## src/rtl/key_event_decoder.sv

```systemverilog
// key_event_decoder: turns debounced key edges into short-click, long-press and double-click pulses.
// Optional feature macro KEY_REPEAT_EN adds an auto-repeat pulse while the key stays long-held.
module key_event_decoder #(
    parameter int unsigned LONG_CYC   = 50_000_000,
    parameter int unsigned DBL_CYC    = 15_000_000,
    parameter int unsigned REPEAT_CYC = 10_000_000
) (
    input  logic clk,
    input  logic rst,
    input  logic key_flag,
    input  logic key_state,
    output logic short_pulse,
    output logic long_pulse,
    output logic dbl_pulse,
    output logic rep_pulse,
    output logic busy
);

    localparam int unsigned MAX_LD  = (LONG_CYC > DBL_CYC) ? LONG_CYC : DBL_CYC;
    localparam int unsigned MAX_CYC = (MAX_LD > REPEAT_CYC) ? MAX_LD : REPEAT_CYC;
    localparam int          CNT_W   = $clog2(MAX_CYC) + 1;

    localparam logic [CNT_W-1:0] CNT_MAX   = {CNT_W{1'b1}};
    localparam logic [CNT_W-1:0] CNT_ONE   = CNT_W'(1);
    localparam logic [CNT_W-1:0] LONG_LAST = CNT_W'(LONG_CYC - 1);
    localparam logic [CNT_W-1:0] DBL_LAST  = CNT_W'(DBL_CYC - 1);
`ifdef KEY_REPEAT_EN
    localparam logic [CNT_W-1:0] REP_LAST  = CNT_W'(REPEAT_CYC - 1);
`endif

    typedef enum logic [2:0] {
        S_IDLE,
        S_PRESSED,
        S_WAIT_DBL,
        S_PRESSED2,
        S_LONG_HELD
    } state_t;

    state_t           state_q, state_d;
    logic [CNT_W-1:0] cnt_q, cnt_d;
    logic [CNT_W-1:0] cnt_inc;
    logic             short_q, short_d;
    logic             long_q, long_d;
    logic             dbl_q, dbl_d;
    logic             busy_q, busy_d;
    logic             press_ev;
    logic             release_ev;
`ifdef KEY_REPEAT_EN
    logic             rep_q, rep_d;
`endif

    assign press_ev   = key_flag & ~key_state;
    assign release_ev = key_flag &  key_state;

    always_comb begin
        state_d = state_q;
        cnt_inc = (cnt_q == CNT_MAX) ? cnt_q : (cnt_q + CNT_ONE);
        cnt_d   = cnt_inc;
        short_d = 1'b0;
        long_d  = 1'b0;
        dbl_d   = 1'b0;
`ifdef KEY_REPEAT_EN
        rep_d   = 1'b0;
`endif

        // Where an input event and a timeout coincide, the key event takes priority.
        unique case (state_q)
            S_IDLE: begin
                cnt_d = '0;
                if (press_ev) begin
                    state_d = S_PRESSED;
                end
            end
            S_PRESSED: begin
                if (release_ev) begin
                    state_d = S_WAIT_DBL;
                end else if (cnt_q == LONG_LAST) begin
                    state_d = S_LONG_HELD;
                    long_d  = 1'b1;
                end
            end
            S_WAIT_DBL: begin
                if (press_ev) begin
                    state_d = S_PRESSED2;
                end else if (cnt_q == DBL_LAST) begin
                    state_d = S_IDLE;
                    short_d = 1'b1;
                end
            end
            S_PRESSED2: begin
                if (release_ev) begin
                    state_d = S_IDLE;
                    dbl_d   = 1'b1;
                end
            end
            S_LONG_HELD: begin
                if (release_ev) begin
                    state_d = S_IDLE;
                end
`ifdef KEY_REPEAT_EN
                else if (cnt_q == REP_LAST) begin
                    rep_d = 1'b1;
                    cnt_d = '0;
                end
`endif
            end
            default: begin
                state_d = S_IDLE;
            end
        endcase

        if (state_d != state_q) begin
            cnt_d = '0;
        end

        busy_d = (state_d != S_IDLE);
    end

    always_ff @(posedge clk or negedge rst) begin
        if (!rst) begin
            state_q <= S_IDLE;
            cnt_q   <= '0;
            short_q <= 1'b0;
            long_q  <= 1'b0;
            dbl_q   <= 1'b0;
            busy_q  <= 1'b0;
`ifdef KEY_REPEAT_EN
            rep_q   <= 1'b0;
`endif
        end else begin
            state_q <= state_d;
            cnt_q   <= cnt_d;
            short_q <= short_d;
            long_q  <= long_d;
            dbl_q   <= dbl_d;
            busy_q  <= busy_d;
`ifdef KEY_REPEAT_EN
            rep_q   <= rep_d;
`endif
        end
    end

    assign short_pulse = short_q;
    assign long_pulse  = long_q;
    assign dbl_pulse   = dbl_q;
    assign busy        = busy_q;
`ifdef KEY_REPEAT_EN
    assign rep_pulse   = rep_q;
`else
    assign rep_pulse   = 1'b0;
`endif

endmodule

```

## config.mk

```make
export PLATFORM = sky130hd
export DESIGN_NAME = key_event_decoder
export DESIGN_NICKNAME = d
export VERILOG_FILES = /design/src/rtl/key_event_decoder.sv
export SDC_FILE = /design/constraint.sdc
export NUM_CORES = 1
export LEC_CHECK = 0
export ABC_AREA = 1
export CAP_MARGIN = 5
export CELL_PAD_IN_SITES_DETAIL_PLACEMENT = 0
export CELL_PAD_IN_SITES_GLOBAL_PLACEMENT = 1
export CORE_MARGIN = 8
export CORE_UTILIZATION = 40
export DETAILED_ROUTE_END_ITERATION = 8
export GPL_ROUTABILITY_DRIVEN = 0
export PLACE_DENSITY = 0.75
export REMOVE_ABC_BUFFERS = 1
export SETUP_SLACK_MARGIN = 0.1
export SKIP_CTS_REPAIR_TIMING = 1
export SLEW_MARGIN = 15
export SYNTH_ARGS = -nofsm -noshare
export SYNTH_HDL_FRONTEND = slang
export SYNTH_SLANG_ARGS = --single-unit
```

## constraint.sdc

```tcl
create_clock -name clk -period 2.1 [get_ports clk]
set_clock_uncertainty 0.15 [all_clocks]
set_input_delay 0.63 -clock clk [delete_from_list [all_inputs] [get_ports clk]]
set_output_delay 0.63 -clock clk [all_outputs]
set_load 0.01 [all_outputs]
```

==> run_summary.xml <==
<?xml version="1.0" encoding="UTF-8"?>
<metrics>
  <group name="route">
    <metric name="routed_wire_length_per_instance" unit="um">14.3</metric>
    <metric name="detailroute.via_count" unit="">2392</metric>
    <metric name="drt_pre_antenna_iters" unit="">5</metric>
    <metric name="detail_route.vias_per_cell" unit="">4.82</metric>
    <metric name="route.antenna.remaining_nets" unit="">0</metric>
    <metric name="route.detailed.drc" unit="">0</metric>
    <metric name="drtIter0Drc" unit="">114</metric>
    <metric name="routed_wl" unit="um">7080</metric>
  </group>
  <group name="pwr">
    <metric name="power_frac_seq" unit="%">27.5</metric>
    <metric name="leakage" unit="uW">0.00134</metric>
    <metric name="p_sw_share" unit="%">45.8</metric>
    <metric name="power_per_cell_area" unit="nW/um^2">843</metric>
    <metric name="ir_drop" unit="mV">0.587</metric>
    <metric name="power_switching" unit="uW">1240</metric>
    <metric name="power_report.internal_total" unit="uW">1460</metric>
    <metric name="clkPwrFrac" unit="%">19.1</metric>
    <metric name="power.share.combinational" unit="%">53.3</metric>
  </group>
  <group name="logic_synthesis">
    <metric name="synth.most_common_cell" unit="">sky130_fd_sc_hd__nand2_1</metric>
    <metric name="yosys_warnings" unit="">0</metric>
    <metric name="synth_area_leader_cell" unit="">sky130_fd_sc_hd__dfrtp_1</metric>
    <metric name="ys_seq_elements" unit="">34</metric>
    <metric name="synth_area_per_cell" unit="sq um">6.76</metric>
    <metric name="dominantRegCellSynth" unit="">sky130_fd_sc_hd__dfrtp_1</metric>
    <metric name="synthTopCellsByArea" unit="">sky130_fd_sc_hd__dfrtp_1, sky130_fd_sc_hd__nand2_1, sky130_fd_sc_hd__nor2_1</metric>
    <metric name="mapped_cell_area" unit="sq um">2540</metric>
    <metric name="synth_sequential_area_ratio" unit="%">33.5</metric>
    <metric name="synth_cells" unit="">376</metric>
    <metric name="synthArstFlopShare" unit="%">100</metric>
    <metric name="post-synth-top-area-fraction" unit="%">33.5</metric>
    <metric name="yosysUniqueCellTypes" unit="">32</metric>
    <metric name="post_synth_edffs" unit="">0</metric>
    <metric name="synth.top_cells.by_count" unit="">sky130_fd_sc_hd__nand2_1, sky130_fd_sc_hd__nor2_1, sky130_fd_sc_hd__inv_1</metric>
  </group>
  <group name="global_route">
    <metric name="antenna_found_initial" unit="">0</metric>
    <metric name="globalRouteTotalUtil" unit="%">15.8</metric>
    <metric name="grt-busiest-layer" unit="">met2</metric>
    <metric name="grtUsageMet1" unit="%">22.0</metric>
    <metric name="overflow" unit="">0</metric>
    <metric name="largest_net_degree_at_the_start_of_global_routing" unit="">28</metric>
    <metric name="first_global_vias" unit="">2266</metric>
    <metric name="met3_usage" unit="%">3.12</metric>
    <metric name="gr-usage-met2" unit="%">24.9</metric>
    <metric name="global_route_wire_length_before_repair" unit="um">11300</metric>
  </group>
  <group name="placed_design">
    <metric name="place_hpwl" unit="um">5070</metric>
    <metric name="number_of_buffers_added_on_ports" unit="">7</metric>
  </group>
  <group name="cts">
    <metric name="htree_levels" unit="">2</metric>
    <metric name="number_of_buffers_added_by_the_clock_tree_synthesis_step" unit="">5</metric>
    <metric name="cts_tree" unit="">yes</metric>
    <metric name="cts_max_path_buffers" unit="">2</metric>
    <metric name="clkSinkCount" unit="">34</metric>
    <metric name="clkTransAtPathRegs" unit="ns">0.07</metric>
    <metric name="clk_latency" unit="ns">0.29</metric>
    <metric name="root_buffer" unit="">sky130_fd_sc_hd__clkbuf_8</metric>
  </group>
  <group name="setup_path">
    <metric name="worst_setup_path_start_kind" unit="">flop</metric>
    <metric name="startpoint" unit="">cnt_q[1]</metric>
    <metric name="crit_type" unit="">reg2reg</metric>
    <metric name="crit-reg2reg-launch" unit="">cnt_q[1]</metric>
    <metric name="timing.critical_path.arrival" unit="ns">2.04</metric>
    <metric name="required" unit="ns">2.17</metric>
    <metric name="worstPathMaxFanout" unit="">20</metric>
    <metric name="slowest_stage" unit="">sky130_fd_sc_hd__dfrtp_1</metric>
    <metric name="critical_path.max_stage_delay" unit="ns">0.39</metric>
    <metric name="crit_path_end_kind" unit="">flop</metric>
    <metric name="path_common_cell" unit="">sky130_fd_sc_hd__nor2_4</metric>
    <metric name="timing.critical_path.cells" unit="">ha_4 -&gt; nand3_4 -&gt; nor2_4 -&gt; nand4_4 -&gt; nor2_4 -&gt; nand4_2 -&gt; buf_8 -&gt; o21ai_0 -&gt; inv_1 -&gt; nor2_2</metric>
  </group>
  <group name="floorplanning">
    <metric name="initial_core_util" unit="%">40.7</metric>
    <metric name="core" unit="sq um">6240</metric>
    <metric name="design.die.area" unit="sq um">9160</metric>
    <metric name="floorplan.rows" unit="">29</metric>
    <metric name="chipWidth" unit="um">95.7</metric>
    <metric name="die_h" unit="um">95.7</metric>
    <metric name="design.portCount" unit="">9</metric>
  </group>
  <group name="timing">
    <metric name="setup_viol" unit="">0</metric>
    <metric name="final_hold_violation_count" unit="">0</metric>
    <metric name="setup_total_negative_slack" unit="ns">0</metric>
    <metric name="timing.fmax" unit="MHz">508</metric>
    <metric name="slew_viol_final" unit="">0</metric>
    <metric name="final.hold.worst_slack" unit="ns">0.130</metric>
    <metric name="final.min_clock_period" unit="ns">1.97</metric>
    <metric name="final_clock_period_utilization_by_the_worst_path" unit="%">93.8</metric>
    <metric name="rsz0062_at_grt" unit="">true</metric>
  </group>
  <group name="layout">
    <metric name="final_net_count" unit="">423</metric>
    <metric name="area_growth_syn_to_layout" unit="%">25.8</metric>
    <metric name="final_core_util" unit="%">51.2</metric>
    <metric name="antenna-diode-count" unit="">0</metric>
    <metric name="final_layout_size_suffix_gt1_share" unit="%">28.2</metric>
  </group>
  <group name="outcome">
    <metric name="run_status" unit="">finished clean</metric>
  </group>
  <group name="run">
    <metric name="maxCapViolations" unit="">0</metric>
  </group>
  <group name="min_path">
    <metric name="hp-class" unit="">in2async</metric>
  </group>
</metrics>
final timing paths:
check	to	slack, ns	depth (start not counted)
min	cnt_q[4]	0.13	1
min in group clk	short_pulse	0.46	1
min reg2reg	short_pulse	0.46	1
max in group asynchronous	cnt_q[6]	1.21	2
max reg2reg	cnt_q[9]	0.13	10
max	cnt_q[9]	0.13	10
worst max-delay path: cells and delay by family (launching register included):
kind	cells	cell delay (ns)
and+or+nand+nor	6	0.83
DFF	1	0.39
buffers and inverters	2	0.25
adders and majority gates	1	0.17
AOI/OAI and AO/OA	1	0.09
cells by family after synthesis:
kind of cell / count (synthesis) / synth area share (%)
xor gates and xnor gates: 12 / 4.14
DFF: 34 / 33.5
other: 1 / 0.148
and+or+nand+nor: 241 / 45.5
buffers and inverters: 68 / 11.7
AOI/OAI and AO/OA: 19 / 4.48
adders and majority gates: 1 / 0.492
cells in the final DEF (no fill, tap or decap), types with 4 or more instances in the layout:
cell | synthesis | layout
sky130_fd_sc_hd__clkdlybuf4s50_1 | 0 | 4
sky130_fd_sc_hd__nor3_1 | 19 | 17
sky130_fd_sc_hd__nand4_1 | 5 | 5
sky130_fd_sc_hd__buf_4 | 1 | 27
sky130_fd_sc_hd__nand2_2 | 6 | 8
sky130_fd_sc_hd__xor2_1 | 9 | 9
sky130_fd_sc_hd__inv_1 | 55 | 50
sky130_fd_sc_hd__nand3_1 | 21 | 20
sky130_fd_sc_hd__o21ai_1 | 10 | 10
sky130_fd_sc_hd__inv_2 | 5 | 10
sky130_fd_sc_hd__nand2_8 | 1 | 5
sky130_fd_sc_hd__nor2_2 | 24 | 27
sky130_fd_sc_hd__nand2_1 | 92 | 89
sky130_fd_sc_hd__clkbuf_8 | 0 | 6
sky130_fd_sc_hd__dfrtp_1 | 34 | 31
sky130_fd_sc_hd__nor2_4 | 5 | 8
sky130_fd_sc_hd__nor2_1 | 61 | 55
layout make-up:
cell class,instances,area (sq um)
well taps,77,96.3
clock inverters,1,5.00
flip-flops and latches,34,855
inverters,61,231
multi-input cells,277,1570
clock buffers,7,86.3
fillers,660,3040
repair buffers,39,350
metrics by stage:
stage               total power [uW]  cell area [sq um]  setup WS [ns]  std cells
floorplan                       1320               2470         -0.323        369
global placement                1670               2820         -0.322        475
detailed placement              1670               2820         -0.350        475
CTS                             2190               2910        -0.0419        483
global route                    2840               3200       0.000441        496
finish                          2700               3200          0.130        496
routing by layer:
metal  up-vias  wire (um)
met3         7        245
met1      1109       3430
met4         0         58
met2        37       3350
met5         -          0
li1       1239          -
registers in the layout, indices dropped and copies added (netlist names):
signal / count
cnt_q: 27
state_q: 3
busy: 1
dbl_pulse: 1
long_pulse: 1
short_pulse: 1
power by group through the flow:
| stage | logic (uW) | registers (uW) | clock network (uW) |
|---|---|---|---|
| 2_1_floorplan | 558 | 758 | 0 |
| 3_3_place_gp | 918 | 748 | 0 |
| 3_5_place_dp | 919 | 750 | 0 |
| 4_1_cts | 920 | 737 | 529 |
| 5_1_grt | 1540 | 749 | 555 |
| 6_report | 1440 | 743 | 516 |
Power figures use the tool's default switching activity.
==> patch 1 (same flow settings) <==
Change the parameter `DBL_CYC` from 15_000_000 to 30_000_000.
--- a/src/rtl/key_event_decoder.sv
+++ b/src/rtl/key_event_decoder.sv
@@ -4,3 +4,3 @@
     parameter int unsigned LONG_CYC   = 50_000_000,
-    parameter int unsigned DBL_CYC    = 15_000_000,
+    parameter int unsigned DBL_CYC    = 30_000_000,
     parameter int unsigned REPEAT_CYC = 10_000_000
Function: same outputs for any inputs over 10 cycles, from zero or initial values and one cycle with rst low; that may be too few to reach the edited logic, so the function may still have changed.
==> patch 1 against the unedited design <==
- worst setup slack worse by 34 ps
- power down 9.0%
- sequential cell count unchanged
- synthesized area fell by 4.3%
- sequential power grew 0.9%
- cell count fell by 4.6%
- final area fell by 6.0%
- routed wire length down 4.8%
- critical path type unchanged
==> patch 1: results (changes against the unedited design) <==
gr-usage-all-layers_pct: 15.7  # -0.11 points
dpl_cell_area_um2: 2790  # -1.0%
slowest_stage: "dfrtp_1"
clk_latency_ps: 290  # about the same
layout-drive-gt1-share_pct: 22.1  # -6.1 points
hold_path_class: "in -> async"
power.leakage_nw: 1.28  # -4.4%
critPathArrivalTime_ps: 2080  # +40 ps
yosys.area_share.adder_pct: 0.514  # +0.022 points
grt_start_max_net_pins: 35  # +25%
grt_pass1_wl_um: 10900  # -3.8%
wl_per_cell_um: 14.2  # -0.16%
drt_iter0_drc: 79  # -31%
async_flop_share_pct: 100  # unchanged
antenna_found_initial: 0  # unchanged
grt_pass1_vias: 2259  # -0.31%
ys_seq_area_share_pct: 35.0  # +1.5 points
crit_path_max_fanout: 8  # -60%
synth-compound-area-share_pct: 6.28  # +1.8 points
cp-startpoint: "cnt_q[2]"
synthTopCellsByArea: "dfrtp_1, nand2_1, nor2_1"
status: "finished clean"
worstReg2RegStart: "cnt_q[2]"
vias_per_cell: 4.89  # +1.4%
synth.distinct_cells: 31  # -3.1%
yosys.area_share.xor_xnor_pct: 4.32  # +0.19 points
synthTopCellsByCount: "nand2_1, nor2_1, inv_1"
critical-path-top-delay-family: "simple AND/OR/NAND/NOR gates"
r2r_cells: 11  # +1
dp_slack_ps: -285  # +65.6 ps
dp_hpwl_um: 5060  # -0.31%
cts-root-buf: "clkbuf_8"
htree_num_levels: 2  # unchanged
rr_endpoint: "cnt_q[23]"
placement.io_buffers: 7  # unchanged
ys.warnings.count: 0  # unchanged
ff2ff_setup_slack_ps: 100  # -30 ps
synthMuxAreaShare_pct: 0  # unchanged
clockBufferDepth: 2  # unchanged
top_regs: "cnt_q: 27 flops, state_q: 3 flops"
ir_drop_v: 0.000589  # +0.33%
n_antenna_cell: 0  # unchanged
setup_viol: 0  # unchanged
firstDrtPassIters: 4  # -1
timing.critical_path.slowest_cell_delay_ps: 430  # +40 ps
cts_buffers: 5  # unchanged
clk_pin_slew_ps: 80
nets: 403  # -4.7%
-- patch 1: cell count changes after synthesis, moves of 3 or more --
cell     delta
a21oi_1     +3
o21a_1     +10
o21ai_0     +6
inv_1      -15
nor2_4      -3
nor3_1      -4
o21ai_1    -10
nand2_1     -4
nor2_1      +9
nand2_2     -4
inv_2       -4
nor3b_1     +3
o21ai_2     -3
-- patch 1: how the worst max path moves through the flow --
stage	endpoint	slack, ps	cells after the start
2_1_floorplan	cnt_q[0]	-210	6
3_3_place_gp	cnt_q[1]	-230	10
3_5_place_dp	cnt_q[20]	-280	10
4_1_cts	cnt_q[20]	10	10
5_1_grt	cnt_q[22]	-40	11
6_report	cnt_q[23]	100	11
-- patch 1: power breakdown --
part	total (mW)	switching [mW]	internal [mW]
clock network	0.479	0.250	0.229
logic	1.23	0.681	0.546
registers	0.750	0.0498	0.700
total	2.46	0.980	1.47
-- patch 1: stage by stage --
stage	hold WS (ps)	cells	utilization [%]	total power, mW	TNS, ps
2_1_floorplan	184	351	-	1.23	-4520
3_3_place_gp	453	460	47.4	1.70	-5640
3_5_place_dp	459	460	47.4	1.70	-7030
4_1_cts	140	467	48.7	2.18	0
5_1_grt	145	473	51.1	2.59	-833
6_report	133	473	51.1	2.46	0
-- patch 1: layout make-up --
type | count | area, µm²
fillers | 625 | 2880
multi-input cells | 276 | 1430
well taps | 75 | 93.8
flip-flops and latches | 34 | 852
repair buffers | 40 | 403
inverters | 41 | 156
clock buffers | 7 | 76.3
-- patch 1: layer usage --
layer	share of wire (%)	up-vias	track usage (%)
met5	0	-	0
li1	-	1202	-
met3	4.8	5	3.28
met4	0.86	0	3.57
met1	49	1060	20.3
met2	45	47	26.2
==> patch 2 (same flow settings) <==
Made on the original files. Re-encode `state_t` (5 states) as one-hot, 5 bits wide.
--- a/src/rtl/key_event_decoder.sv
+++ b/src/rtl/key_event_decoder.sv
@@ -30,8 +30,8 @@
 
-    typedef enum logic [2:0] {
-        S_IDLE,
-        S_PRESSED,
-        S_WAIT_DBL,
-        S_PRESSED2,
-        S_LONG_HELD
+    typedef enum logic [4:0] {
+        S_IDLE      = 5'b00001,
+        S_PRESSED   = 5'b00010,
+        S_WAIT_DBL  = 5'b00100,
+        S_PRESSED2  = 5'b01000,
+        S_LONG_HELD = 5'b10000
     } state_t;
Formal check against the unedited RTL: no difference found for any inputs over 10 cycles, from zero or initial values and one cycle with rst low; not proved beyond that.
==> patch 2 against the unedited design <==
- the run now ends with setup timing left
- sequential cell count up 2
- final area grew 1.9%
- largest cell class unchanged
- power grew 6.0%
- critical path type unchanged
- worst setup slack got worse by 160 ps
- sequential share of layout area grew 0.99 points
- synthesized area shrank 2.5%
- routed wire length fell by 4.9%
==> patch 2: results (changes against the unedited design) <==
slowest_stage: "dfstp_2"
hold_path_class: "in -> async"
endpoint_kind: "flip-flop"
cp-startpoint: "state_q[0]"
ys_seq_area_share_pct: 36.4  # +2.9 points
async_flop_share_pct: 100  # unchanged
num-fill-cells: 569  # -14%
r2r_cells: 12  # +2
cts-root-buf: "clkbuf_8"
layout-drive-gt1-share_pct: 30.1  # +1.9 points
yosys.area_share.xor_xnor_pct: 4.59  # +0.46 points
worst_slack_ps: -27.2  # -157 ps
p_int_mw: 1.68  # +15%
synth.distinct_cells: 35  # +9.4%
global_route.usage.met2_pct: 24.4  # -0.52 points
setup_viol: 13  # +13
grt_pass1_vias: 2290  # +1.1%
wl_met2_um: 3130  # -6.5%
power.leakage_nw: 1.43  # +6.1%
use_met1_pct: 21.0  # -0.95 points
dp_hpwl_um: 5000  # -1.5%
dp_cells: 455  # -4.2%
clk_latency_ps: 290  # about the same
clk_pin_slew_ps: 80
critPathArrivalTime_ps: 2160  # +120 ps
stdcell_count: 467  # -5.8%
synth-compound-area-share_pct: 6.66  # +2.2 points
synthFlopType: "dfrtp_1"
n_antenna_cell: 0  # unchanged
grt_pass1_wl_um: 11000  # -2.9%
grt_start_max_net_pins: 20  # -29%
drt_iter0_drc: 138  # +21%
top_regs: "cnt_q: 27 flops, state_q: 5 flops"
critical-path-top-delay-family: "simple AND/OR/NAND/NOR gates"
nets: 396  # -6.4%
firstDrtPassIters: 4  # -1
top_layer: "met4"
antenna_found_initial: 0  # unchanged
ir_drop_v: 0.000568  # -3.3%
synthMuxAreaShare_pct: 0  # unchanged
wirelength_um: 6730  # -4.9%
synthTopCellsByArea: "dfrtp_1, nor2_1, nand2_1"
syn_inst: 344  # -8.5%
gr-usage-all-layers_pct: 15.7  # -0.18 points
vias_per_cell: 4.95  # +2.6%
violations: "setup timing"
htree_num_levels: 2  # unchanged
grt_use_met3_pct: 3.10  # -0.025 points
drt-met1-wl_um: 3170  # -7.6%
rr_endpoint: "cnt_q[4]"
status: "complete, but fails checks"
yosys.area_share.adder_pct: 0.505  # +0.012 points
synthTopCellsByCount: "nor2_1, nand2_1, inv_1"
timing.critical_path.slowest_cell_delay_ps: 640  # +250 ps
crit_path_max_fanout: 7  # -65%
dr_wl_met3_um: 311  # +27%
## patch 2: cell types whose count changed after synthesis, moves of 4 or more
cell and delta:
a21oi_1 +10, inv_1 -15, nand2_1 -25, nand3_1 -4
nand4_1 +5, nor2_1 +9, nor2_2 -7, nor2_4 +6
nor3_1 -11, o21ai_0 +8, o21ai_1 -10
## patch 2: how the worst min path moves through the flow
| stage | start | endpoint | slack, ps | cells past startpoint |
|---|---|---|---|---|
| 2_1_floorplan | rst | busy | 180 | 0 |
| 6_report | rst | cnt_q[6] | 120 | 1 |
| 3_5_place_dp | rst | cnt_q[6] | 450 | 1 |
| 3_3_place_gp | rst | cnt_q[6] | 450 | 1 |
| 4_1_cts | rst | cnt_q[6] | 130 | 1 |
| 5_1_grt | rst | cnt_q[8] | 160 | 1 |
## patch 2: power by group through the flow
stage | clock (mW) | combinational (mW) | sequential (mW)
after floorplan | 0 | 0.631 | 0.790
after global placement | 0 | 1.11 | 0.792
final | 0.622 | 1.44 | 0.798
after CTS | 0.635 | 1.11 | 0.778
after detailed placement | 0 | 1.11 | 0.792
after global routing | 0.661 | 1.55 | 0.799
## patch 2: stage by stage
step / power [mW] / hold slack (ps) / area [µm²] / setup WS (ps) / setup TNS, ps
global placement: 1.90 / 452 / 2910 / -413 / -10850
CTS: 2.52 / 134 / 3020 / -81.8 / -1400
detailed placement: 1.90 / 452 / 2910 / -387 / -9730
finish: 2.86 / 117 / 3260 / -27.2 / -161
floorplan: 1.42 / 184 / 2420 / -174 / -4340
global route: 3.01 / 156 / 3260 / -142 / -2950
## patch 2: layout make-up
cell class	count	share of cell area (%)
inverter	44	5.26
tap	75	2.88
multi-input combinational	257	46.4
clock buffer	5	2.11
timing repair buffer	47	14.4
sequential	36	27.7
clock inverter	3	1.31
